==> src/rtl/clk_div_mon_pkg.sv <==
// Shared types and constants for the divided-clock monitor.
package clk_div_mon_pkg;

  typedef enum logic [2:0] {
    IDLE    = 3'd0,
    ARM     = 3'd1,
    MEASURE = 3'd2,
    LOCKED  = 3'd3,
    FAULT   = 3'd4
  } mon_state_e;

  localparam logic [1:0] FC_NONE   = 2'b00;
  localparam logic [1:0] FC_PERIOD = 2'b01;
  localparam logic [1:0] FC_DUTY   = 2'b10;
  localparam logic [1:0] FC_STUCK  = 2'b11;

  // A bad period with the right length can only be a duty problem
  // (wrong high time or a missing fall); otherwise it is a period error.
  function automatic logic [1:0] bad_code(input logic period_ok);
    return period_ok ? FC_DUTY : FC_PERIOD;
  endfunction

endpackage

==> src/rtl/sync_edge_det.sv <==
// Synchronizer plus edge detector producing registered one-cycle
// rise/fall strobes for an asynchronous (or glitchy) level input.
module sync_edge_det #(
  parameter int SYNC_STAGES = 2
) (
  input  logic clk,
  input  logic rstn,
  input  logic i_en,
  input  logic i_d,
  output logic o_rise,
  output logic o_fall
);

  logic [SYNC_STAGES-1:0] r_sync;
  logic                   r_dly;
  logic                   r_rise;
  logic                   r_fall;
  logic                   w_s;

  assign w_s = r_sync[SYNC_STAGES-1];

  // synchronizer chain, bit 0 is the first flop after the pin
  always_ff @(posedge clk or negedge rstn) begin
    if (!rstn) r_sync <= '0;
    else       r_sync <= {r_sync[SYNC_STAGES-2:0], i_d};
  end

  // delay flop and registered strobes; strobes gated by the enable
  always_ff @(posedge clk or negedge rstn) begin
    if (!rstn) begin
      r_dly  <= 1'b0;
      r_rise <= 1'b0;
      r_fall <= 1'b0;
    end else begin
      r_dly  <= w_s;
      r_rise <= i_en &  w_s & ~r_dly;
      r_fall <= i_en & ~w_s &  r_dly;
    end
  end

  assign o_rise = r_rise;
  assign o_fall = r_fall;

endmodule

==> src/rtl/clk_div_monitor.sv <==
// Divided-clock monitor: edge strobes, period/high-time measurement,
// lock detection and fault classification (period, duty, stuck).
module clk_div_monitor
  import clk_div_mon_pkg::*;
#(
  parameter int DIV         = 6,
  parameter int HIGH        = 3,
  parameter int LOCK_CNT    = 4,
  parameter int TIMEOUT     = 12,
  parameter int SYNC_STAGES = 2,
  parameter int CNT_W       = 8
) (
  input  logic             clk,
  input  logic             rstn,
  input  logic             i_en,
  input  logic             i_clr_fault,
  input  logic             i_div_clk,
  output logic             o_rise_pulse,
  output logic             o_fall_pulse,
  output logic [CNT_W-1:0] o_period,
  output logic [CNT_W-1:0] o_high_time,
  output logic             o_meas_valid,
  output logic             o_locked,
  output logic             o_fault,
  output logic [1:0]       o_fault_code
);

  localparam logic [CNT_W-1:0] CNT_MAX = '1;
  localparam logic [CNT_W-1:0] DIV_C   = CNT_W'(DIV);
  localparam logic [CNT_W-1:0] HIGH_C  = CNT_W'(HIGH);
  localparam logic [CNT_W-1:0] TO_C    = CNT_W'(TIMEOUT);
  localparam int               GC_W    = $clog2(LOCK_CNT + 1);
  localparam logic [GC_W-1:0]  GC_LAST = GC_W'(LOCK_CNT - 1);

  mon_state_e       r_state, w_state_nxt;
  logic [GC_W-1:0]  r_gc, w_gc_nxt;
  logic [1:0]       r_code, w_code_nxt;
  logic [CNT_W-1:0] r_cnt;
  logic [CNT_W-1:0] r_period;
  logic [CNT_W-1:0] r_high;
  logic             r_fall_seen;
  logic             r_meas;
  logic             r_locked;
  logic             r_fault;

  logic w_strobe_en;
  logic w_rise;
  logic w_fall;
  logic w_chk;
  logic w_good;
  logic w_bad;
  logic w_timeout;
  logic w_cnt_clr;

  // strobes are suppressed while idle so a stale edge cannot arm us
  assign w_strobe_en = i_en && (r_state != IDLE);

  sync_edge_det #(
    .SYNC_STAGES(SYNC_STAGES)
  ) u_edge (
    .clk   (clk),
    .rstn  (rstn),
    .i_en  (w_strobe_en),
    .i_d   (i_div_clk),
    .o_rise(w_rise),
    .o_fall(w_fall)
  );

  // the arming rise (in ARM) only starts the counter and is never judged
  assign w_chk     = w_rise && (r_state == MEASURE || r_state == LOCKED ||
                                r_state == FAULT);
  assign w_good    = (r_cnt == DIV_C) && r_fall_seen && (r_high == HIGH_C);
  assign w_bad     = w_chk && !w_good;
  // a rise in the same cycle restarts the count, so it wins over timeout
  assign w_timeout = !w_rise && (r_cnt == TO_C) && (r_state != IDLE);
  // counter restarts from 0 on entry to ARM (out of IDLE or FAULT)
  assign w_cnt_clr = !i_en || (r_state == IDLE) ||
                     (r_state == FAULT && w_state_nxt == ARM);

  // next state, next good-period count and next fault code
  always_comb begin
    w_state_nxt = r_state;
    w_gc_nxt    = r_gc;
    w_code_nxt  = r_code;
    if (!i_en) begin
      w_state_nxt = IDLE;
      w_gc_nxt    = '0;
      w_code_nxt  = FC_NONE;
    end else begin
      case (r_state)
        IDLE: begin
          w_state_nxt = ARM;
          w_gc_nxt    = '0;
        end
        ARM: begin
          if (w_rise) begin
            w_state_nxt = MEASURE;
            w_gc_nxt    = '0;
          end else if (w_timeout) begin
            w_state_nxt = FAULT;
            w_code_nxt  = FC_STUCK;
          end
        end
        MEASURE: begin
          if (w_chk) begin
            if (w_good) begin
              if (r_gc == GC_LAST) begin
                w_state_nxt = LOCKED;
                w_gc_nxt    = '0;
              end else begin
                w_gc_nxt = r_gc + GC_W'(1);
              end
            end else begin
              w_gc_nxt = '0;
            end
          end else if (w_timeout) begin
            w_state_nxt = FAULT;
            w_code_nxt  = FC_STUCK;
          end
        end
        LOCKED: begin
          if (w_bad) begin
            w_state_nxt = FAULT;
            w_code_nxt  = bad_code(r_cnt == DIV_C);
          end else if (w_timeout) begin
            w_state_nxt = FAULT;
            w_code_nxt  = FC_STUCK;
          end
        end
        FAULT: begin
          // a fresh error alongside the clear keeps us in FAULT, code intact
          if (i_clr_fault && !w_bad && !w_timeout) begin
            w_state_nxt = ARM;
            w_code_nxt  = FC_NONE;
          end
        end
        default: begin
          w_state_nxt = IDLE;
          w_gc_nxt    = '0;
          w_code_nxt  = FC_NONE;
        end
      endcase
    end
  end

  // state register with status outputs registered from the next state
  always_ff @(posedge clk or negedge rstn) begin
    if (!rstn) begin
      r_state  <= IDLE;
      r_gc     <= '0;
      r_code   <= FC_NONE;
      r_locked <= 1'b0;
      r_fault  <= 1'b0;
    end else begin
      r_state  <= w_state_nxt;
      r_gc     <= w_gc_nxt;
      r_code   <= w_code_nxt;
      r_locked <= (w_state_nxt == LOCKED);
      r_fault  <= (w_state_nxt == FAULT);
    end
  end

  // cycle counter: 1 after a rise, saturating, zero while idle
  always_ff @(posedge clk or negedge rstn) begin
    if (!rstn)                 r_cnt <= '0;
    else if (w_cnt_clr)        r_cnt <= '0;
    else if (w_rise)           r_cnt <= CNT_W'(1);
    else if (r_cnt != CNT_MAX) r_cnt <= r_cnt + CNT_W'(1);
  end

  // capture period/high time; period/high time survive a disable
  always_ff @(posedge clk or negedge rstn) begin
    if (!rstn) begin
      r_period    <= '0;
      r_high      <= '0;
      r_fall_seen <= 1'b0;
      r_meas      <= 1'b0;
    end else begin
      r_meas <= i_en && w_chk;
      if (i_en && r_state != IDLE) begin
        if (w_rise) r_period <= r_cnt;
        if (w_fall) r_high   <= r_cnt;
      end
      if (!i_en || r_state == IDLE) r_fall_seen <= 1'b0;
      else if (w_rise)              r_fall_seen <= 1'b0;
      else if (w_fall)              r_fall_seen <= 1'b1;
    end
  end

  assign o_rise_pulse = w_rise;
  assign o_fall_pulse = w_fall;
  assign o_period     = r_period;
  assign o_high_time  = r_high;
  assign o_meas_valid = r_meas;
  assign o_locked     = r_locked;
  assign o_fault      = r_fault;
  assign o_fault_code = r_code;

endmodule
==> config.mk <==
export PLATFORM = sky130hd
export DESIGN_NAME = clk_div_monitor
export DESIGN_NICKNAME = d
export VERILOG_FILES = /design/src/rtl/clk_div_mon_pkg.sv /design/src/rtl/sync_edge_det.sv /design/src/rtl/clk_div_monitor.sv
export SDC_FILE = /design/constraint.sdc
export NUM_CORES = 1
export LEC_CHECK = 0
export ABC_CLOCK_PERIOD_IN_PS = 4700
export CORE_ASPECT_RATIO = 0.75
export CORE_MARGIN = 3
export CORE_UTILIZATION = 43
export DETAILED_ROUTE_END_ITERATION = 8
export GPL_TIMING_DRIVEN = 0
export HOLD_SLACK_MARGIN = 0.06
export PLACE_DENSITY = 0.76
export RECOVER_POWER = 100
export SLEW_MARGIN = 20
export SYNTH_ARGS = -nofsm -noshare
export SYNTH_HDL_FRONTEND = slang
export SYNTH_SLANG_ARGS = --single-unit
==> constraint.sdc <==
create_clock -name clk -period 4.7 [get_ports clk]
set_input_delay 1.175 -clock clk [delete_from_list [all_inputs] [get_ports clk]]
set_output_delay 1.175 -clock clk [all_outputs]
set_load 0.01 [all_outputs]
# Word-level counts from Yosys, hierarchy flattened
# Index checks and enable logic that the tools add are counted.
# totals
ff_bits	41
inputBits	5
output_inout_bits	23
elab_cells	99
# op_classes
add_sub_neg	2
eq_ne	19
muxes	29
bitwise	6
n_reduce_logical	29
# op_table
operator	n
2-to-1 mux 3 bit	13
2-to-1 mux 8 bit	3
one-hot mux 3 bit (5 select lines)	1
2-to-1 mux 2 bit	7
equality test 3 x 2 -> 1 bit (second input constant)	4
logical AND 1 bit	11
one-hot mux 2 bit (5 select lines)	1
!= test 3 bit (second input constant)	3
one-hot mux 3 bit (3 select lines)	1
nonzero test 3 bit	3
adder 8 x 1 -> 8 bit (second input constant)	1
equality test 8 x 2 -> 1 bit (second input constant)	1
equality test 8 x 3 -> 1 bit (second input constant)	1
equality test 8 x 4 -> 1 bit (second input constant)	1
!= test 8 bit (second input constant)	1
equality test 3 x 1 -> 1 bit (second input constant)	2
equality test 3 bit (second input constant)	2
!= test 3 x 2 -> 1 bit (second input constant)	2
zero test 1 bit	5
bitwise AND 1 bit	4
logical OR 1 bit	4
!= test 2 bit (second input constant)	2
AND reduction 2 bit	2
AND reduction 4 bit	1
6 further kinds	9

# Depth between registers and ports, before layout
# Gate-level depths: netlist (run 1).
# logic_depth
depth_word	15
mapped_depth	7
depth_no_buf	7

# By module
# Synthesis (run 1) repeated with hierarchy kept, for this count alone.
# hier_totals
hier_cells	182
hier_area_um2	1948.1
# modules_own_cells
module	instances	cells_per_inst	area_each_um2	seq_area_each_um2
clk_div_monitor	1	175	1805.5	900.9
sync_edge_det	1	7	142.6	125.1

# Worst setup path after synthesis (run 1)
# No wires, ideal clock.
# synth_path
kind	in2reg
startpoint	input i_en
endpoint	register r_high[2], in the netlist o_high_time[2]
setup_ns	0.125
arrival_time_ns	2.034
required_ns	4.575
path_slack_ns	2.541
stages	5
path_buffers	1
path_cell_list	buf_8 -> inv_1 -> nor2_1 -> nand2_1 -> mux2_2
# synth_via
elab_chain_len	2
# synth_lines
item	line_no	text
start: declaration	clk_div_monitor.sv:15	input logic i_en,
logical AND 1 bit	clk_div_monitor.sv:180	if (i_en && r_state != IDLE) begin
AND reduction 2 bit (no line)	--	
end signal: assignment	clk_div_monitor.sv:182	if (w_fall) r_high <= r_cnt;
end: declaration	clk_div_monitor.sv:40	logic [CNT_W-1:0] r_high;
# No other way between the ends.
# A chain may end at the register's enable or synchronous reset.

# Worst setup path after layout (run 1)
# layout_path
startpoint	register r_high[3], in the netlist o_high_time[3]
endpoint	register r_code[1], in the netlist o_fault_code[1]
# layout_via
elab_chain_len	9
elab_cells_between_ends	12
classes_between	eq/ne: 2; mux: 3; reduce/logical: 7
# layout_lines
item	line_no	text
equality test 8 x 2 -> 1 bit (*)	clk_div_monitor.sv:72	assign w_good = (r_cnt == DIV_C) && r_fall_seen && (r_high == HIGH_C);
logical AND 1 bit (*)	clk_div_monitor.sv:72	
zero test 1 bit (*)	clk_div_monitor.sv:73	assign w_bad = w_chk && !w_good;
logical AND 1 bit (*)	clk_div_monitor.sv:73	
zero test 1 bit	clk_div_monitor.sv:132	if (i_clr_fault && !w_bad && !w_timeout) begin
logical AND 1 bit (2 in a row)	clk_div_monitor.sv:132	
!= test 3 x 2 -> 1 bit (no line)	--	
AND reduction 4 bit (no line)	--	
end signal: assignment	clk_div_monitor.sv:157	r_code <= w_code_nxt;
end: declaration	clk_div_monitor.sv:37	logic [1:0] r_code, w_code_nxt;
# Mark *: on every way between the ends. The rest lies on a longest branch, timed or not.

==> results of run 1 <==
==> flip-flops by register name (all words and copies together), names as in the netlist <==
register       cells
o_fault_code       2
u_edge.o_rise      1
o_high_time        8
r_cnt              8
u_edge.r_sync      2
u_edge.o_fall      1
o_meas_valid       1
u_edge.r_dly       1
r_state            3
r_fall_seen        1
o_fault            1
o_period           8
o_locked           1
r_gc               3
==> layout make-up <==
| class | count | area, um^2 | share of cell area, % |
|---|---|---|---|
| Tap cell | 57 | 71.3 | 2.93 |
| Multi-Input combinational cell | 141 | 932 | 38.3 |
| Timing Repair Buffer | 27 | 258 | 10.6 |
| Sequential cell | 41 | 1030 | 42.1 |
| Buffer | 8 | 42.5 | 1.75 |
| Clock buffer | 7 | 86.3 | 3.55 |
| Inverter | 5 | 18.8 | 0.771 |
==> through the flow <==
| step | area, um^2 | instances | util, % | power [uW] | worst slack [ns] |
|---|---|---|---|---|---|
| after floorplan | 2070 | 195 | - | 390 | 2.54 |
| after global placement | 2400 | 278 | 52.8 | 412 | 1.43 |
| after detailed placement | 2420 | 279 | 53.3 | 416 | 2.31 |
| after CTS | 2510 | 286 | 55.2 | 647 | 2.21 |
| after global routing | 2430 | 286 | 53.6 | 660 | 1.66 |
| final | 2430 | 286 | 53.6 | 634 | 1.89 |
==> kinds of logic (layout without fill, tap and decap cells) <==
logic type                 after synthesis  count (layout)  synth area share, %
AOI/OAI and AO/OA                       43              43                 13.4
and+or+nand+nor                         76              76                 21.5
buffers and inverters                   13              47                 3.87
xor gates and xnor gates                 4               4                 1.69
adders and majority gates                5               5                 2.90
DFF                                     41              41                 49.6
muxes                                   13              13                 7.02
==> layer usage <==
metal / vias up / track usage, % / routed length (um) / part of all wire, %
met3: 4 / 3.74 / 318 / 7.0
met2: 63 / 25.6 / 1870 / 41
met5: - / 0 / 0 / 0
met4: 0 / 5.53 / 27 / 0.59
li1: 769 / - / - / -
met1: 778 / 26.8 / 2350 / 51
==> worst max-delay path by stage <==
| stage | cells after the start | to |
|---|---|---|
| floorplan | 5 | o_high_time[2] |
| global placement | 1 | o_period[3] |
| detailed placement | 4 | o_fault_code[1] |
| CTS | 1 | o_high_time[7] |
| global route | 2 | u_edge.o_rise |
| finish | 5 | o_fault_code[1] |
==> power by group through the flow <==
stage | clock network (uW) | registers, uW | logic [uW]
final | 231 | 364 | 39.3
after global routing | 251 | 365 | 44.8
after CTS | 238 | 364 | 45.4
after detailed placement | 0 | 371 | 45.3
after global placement | 0 | 370 | 41.7
after floorplan | 0 | 371 | 19.5
==> cell usage in the layout (no fill, tap or decap), types with 3 or more instances in the layout <==
master,synthesis,layout
a211oi_1,4,4
a21oi_1,10,10
a31oi_1,3,3
and3_1,5,5
clkbuf_1,3,8
clkbuf_8,0,6
dfrtp_1,41,41
dlygate4sd3_1,0,24
ha_1,4,4
inv_1,5,5
mux2_2,12,12
nand2_1,16,16
nand2b_1,5,5
nand3_1,5,5
nand4b_1,3,3
nor2_1,14,14
nor2b_1,4,4
nor3_1,4,5
nor3b_1,4,4
o21ai_0,13,13
or4_1,1,3
==> synth_stat cells (all sizes together), types with 2 or more instances <==
library cell  count
nor2b             4
a211oi            4
nand4             2
nand2b            5
nand3             5
o21ai            13
a31oi             3
and3              5
or4               3
and2              2
mux2             12
or3               3
o21a              2
buf               5
nand4b            3
xnor2             2
dfrtp            41
nor3b             4
o211a             2
clkbuf            3
or2               2
o2bb2ai           2
nand2            16
nor3              5
a21oi            11
inv               5
ha                4
nor2             15
xor2              2
==> critical path, delay by kind of cell, from the launching register on <==
family | cells | cell delay, ns
simple gates | 3 | 1.81
flops | 1 | 0.39
compound gates | 2 | 0.49
==> impl_metrics.py, run 1 <==
metrics = {
    "logic_synthesis": {
        "post-synth-top-area-cell": "dfrtp_1",
        "synthCells": 195,
        "async_flop_share_pct": 100,
        "synth_nets": 204,
        "ys_seq_area_share_pct": 49.6,
        "synth_top_area_share_pct": 49.6,
        "synth_edf_count": 0,
        "syn_area_per_cell_um2": 10.6,
        "yosysWarnings": 0,
        "synthesis.area_um2": 2070,
        "synth_area_leaders": "dfrtp_1, mux2_2, o21ai_0",
        "ys_types": 48,
        "synthFlopType": "dfrtp_1",
        "synth-seq-cells": 41,
    },
    "critical_path": {
        "slowest_stage": "nor4_1",
        "r2r_start": "o_high_time[3]",
        "cp-start-kind": "flip-flop",
        "crit_path_max_fanout": 6,
        "cp_cell_sequence": "or4_1 > nor4_1 > a211oi_1 > or2_2 > o211a_1",
        "worst-endpoint-arrival_ns": 2.99,
        "slowest_delay_ns": 0.85,
        "required_ns": 4.88,
        "critPathKind": "flip-flop to flip-flop",
        "worst-r2r-cell-count": 5,
        "cp-end-kind": "flip-flop",
        "reg2reg_to": "o_fault_code[1]",
        "worstSetupStartpoint": "o_high_time[3]",
        "reg2reg_slack_ns": 1.89,
    },
    "die": {
        "fp.dieW_um": 86.1,
        "dieArea_um2": 5690,
        "die_h_um": 66.1,
        "rows": 21,
        "core_um2": 4550,
        "pin_count": 28,
        "initial_utilization_pct": 45.5,
    },
    "sta": {
        "timing.fmax_mhz": 356,
        "finClkSkew_ns": 0.00670,
        "tightest_slew_ns": 1.14,
        "slew_viol_final": 0,
        "finalCritPeriodShare_pct": 59.8,
        "fin_crit_ns": 2.81,
        "setup_viol": 0,
        "rsz0062_at_grt": "false",
        "max_slew_margin_pct": 23.9,
        "fin_hold_ws_ns": 0.355,
        "fin_tns_setup_ns": 0,
        "finalHoldViolCount": 0,
    },
    "clock_network": {
        "cts_setup_buffers": 0,
        "clk_pin_slew_worst_paths_ns": 0.07,
        "numCtsBuffers": 5,
        "cts_max_level": 2,
        "cts_tree": "done",
        "cts_sinks": 41,
        "clk_latency_ns": 0.29,
        "root_buffer": "clkbuf_8",
        "post_cts_resize_count": 0,
        "cts_max_path_buffers": 2,
        "cts_hold_buf": 0,
    },
    "power_and_ir_drop": {
        "power_density_nw_per_um2": 260,
        "power_switching_uw": 145,
        "switching_share_pct": 22.9,
        "clkPwrFrac_pct": 36.4,
        "ir_drop_v": 0.000146,
        "p_int_uw": 489,
        "seqPwrFrac_pct": 57.4,
        "combinationalPowerShare_pct": 6.2,
        "power_leakage_uw": 0.00116,
    },
    "placed_design": {
        "gp_congestion": 0.839,
        "port_buffers": 26,
        "dp.final_hpwl_mm": 3.44,
    },
    "grt": {
        "grt_pass1_vias": 1594,
        "gr-usage-all-layers_pct": 17.9,
        "overflow": 0,
        "grt_max_degree": 22,
        "grt_antenna_before_repair": 0,
        "grt_pass1_wl_mm": 7.74,
    },
    "route": {
        "num_vias": 1614,
        "drt_wl_total_mm": 4.56,
        "wl_per_cell_um": 16.0,
        "first_iter_violations": 133,
        "routed_via_density": 5.64,
        "drc_errors": 0,
        "drtAntennaViolNets": 0,
        "dr.pass1.iters": 4,
    },
    "job": {
        "cap_viol_max_count": 0,
    },
    "min_path": {
        "worstHoldStart": "u_edge.r_sync[0]",
        "min_delay_worst_endpoint": "u_edge.r_sync[1]",
        "hold_class": "flip-flop to flip-flop",
        "hold_depth": 0,
    },
    "final_layout": {
        "diodes": 0,
        "layout-drive-gt1-share_pct": 11.8,
        "num-fill-cells": 403,
        "area_growth_pct": 17.7,
        "final_nets": 238,
    },
    "outcome": {
        "status": "complete, no violations",
    },
}
No activity file was read; power rests on OpenSTA's default activity.
==> run 2, diff against run 1 <==
--- a/config.mk
+++ b/config.mk
@@ -5,7 +5,7 @@
 export SDC_FILE = /design/constraint.sdc
 export NUM_CORES = 1
 export LEC_CHECK = 0
-export ABC_CLOCK_PERIOD_IN_PS = 4700
+export ABC_CLOCK_PERIOD_IN_PS = 2600
 export CORE_ASPECT_RATIO = 0.75
 export CORE_MARGIN = 3
 export CORE_UTILIZATION = 43
==> constraint.sdc (replaced) <==
create_clock -name clk -period 2.6 [get_ports clk]
set_input_delay 0.65 -clock clk [delete_from_list [all_inputs] [get_ports clk]]
set_output_delay 0.65 -clock clk [all_outputs]
set_load 0.01 [all_outputs]
==> impl_metrics.py, run 2 (synthesis gave the netlist of run 1 again) <==
metrics = {
    "clock_network": {
        "cts_max_level": 2,
        "cts_tree": "done",
        "clk_latency_ns": 0.29,
        "cts_hold_buf": 0,
        "cts_max_path_buffers": 2,
        "root_buffer": "clkbuf_8",
        "cts_setup_buffers": 0,
        "cts_sinks": 41,
        "clk_pin_slew_worst_paths_ns": 0.07,
        "post_cts_resize_count": 0,
        "numCtsBuffers": 5,
    },
    "die": {
        "fp.dieW_um": 86.1,
        "initial_utilization_pct": 45.5,
        "pin_count": 28,
        "die_h_um": 66.1,
        "rows": 21,
        "core_um2": 4550,
        "dieArea_um2": 5690,
    },
    "sta": {
        "setup_slack_ns": 0.287,
        "fin_crit_ns": 2.31,
        "finalHoldViolCount": 0,
        "tightest_slew_ns": 1.20,
        "fin_tns_setup_ns": 0,
        "timing.fmax_mhz": 432,
        "slew_viol_final": 0,
        "setup_viol": 0,
        "max_slew_margin_pct": 20.1,
        "rsz0062_at_grt": "false",
        "finalCritPeriodShare_pct": 88.9,
        "finClkSkew_ns": 0.00730,
    },
    "critical_path": {
        "cp-end-kind": "flip-flop",
        "worst-endpoint-arrival_ns": 2.52,
        "cp-start-kind": "flip-flop",
        "critPathKind": "flip-flop to flip-flop",
        "crit_path_max_fanout": 3,
        "required_ns": 2.81,
    },
    "route": {
        "routed_via_density": 5.76,
        "drt_wl_total_mm": 4.54,
        "drtAntennaViolNets": 0,
        "num_vias": 1647,
        "dr.pass1.iters": 5,
        "wl_per_cell_um": 15.9,
        "drc_errors": 0,
        "first_iter_violations": 138,
    },
    "grt": {
        "grt_pass1_vias": 1594,
        "grt_pass1_wl_mm": 7.74,
        "grt_antenna_before_repair": 0,
        "overflow": 0,
        "gr-usage-all-layers_pct": 17.9,
        "grt_max_degree": 22,
    },
    "placed_design": {
        "gp_congestion": 0.839,
        "port_buffers": 26,
        "dp.final_hpwl_mm": 3.44,
        "placed_area_um2": 2420,
        "post-place-ws_ns": 0.404,
    },
    "power_and_ir_drop": {
        "ir_drop_v": 0.000264,
        "power_density_nw_per_um2": 464,
        "power_leakage_uw": 0.00118,
        "totalPowerFinal_uw": 1150,
    },
    "final_layout": {
        "diodes": 0,
        "final_common_cell": "dfrtp_1",
        "utilization_pct": 54.6,
        "num-fill-cells": 400,
        "area_growth_pct": 20.1,
        "final_cell_mix": "dfrtp_1, dlygate4sd3_1, nand2_1, nor2_1, o21ai_0",
        "fin_area_um2": 2480,
        "final_nets": 238,
        "layout-drive-gt1-share_pct": 12.7,
    },
    "outcome": {
        "status": "complete, no violations",
    },
    "job": {
        "cap_viol_max_count": 0,
    },
    "min_path": {
        "hold_class": "flip-flop to flip-flop",
    },
}
run 2: changes by cell type in the layout (fill, tap and decap cells not counted), sizes merged:
cell    delta
buf        +2
clkbuf     -2
run 2: routing by layer:
layer	vias up	share of wire [%]	global-route usage, %
li1	770	-	-
met1	786	50	26.8
met2	83	42	25.6
met3	8	7.2	3.74
met4	0	0.97	5.53
met5	-	0	0
run 2: worst max-delay path: stages, from the launching register on:
cell and delay (ns):
dfrtp_1 0.40, or4_1 0.65, or4_1 0.61, a31oi_1 0.27, nand4_1 0.13, a21oi_1 0.18
run 2: report_power, final:
part,total (uW),internal (uW),switching [uW]
Combinational,77.6,30.6,47.0
Sequential,657,648,8.98
Clock,418,211,208
run 2: area by class of cell:
cell class | count | area, um^2 | share of cell area [%]
sequential | 41 | 1030 | 41.3
multi-input combinational | 141 | 946 | 38.1
timing repair buffer | 27 | 282 | 11.3
clock buffer | 7 | 86.3 | 3.48
tap | 57 | 71.3 | 2.87
buffer | 8 | 53.8 | 2.17
inverter | 5 | 18.8 | 0.756
run 2: final timing paths:
path                                  start                to  slack (ns)  cells past startpoint
max                          o_high_time[3]   o_fault_code[0]        0.29                      5
min                        u_edge.r_sync[0]  u_edge.r_sync[1]        0.36                      0
max reg2reg                  o_high_time[3]   o_fault_code[0]        0.29                      5
min reg2reg                u_edge.r_sync[0]  u_edge.r_sync[1]        0.36                      0
max in group asynchronous              rstn          r_cnt[3]        1.30                      1
min in group asynchronous              rstn          o_locked        0.58                      1
run 2: per-stage QoR:
stage	cells	hold slack, ns
CTS	286	0.338
floorplan	195	0.331
global placement	278	0.337
global route	286	0.378
detailed placement	279	0.339
finish	286	0.356
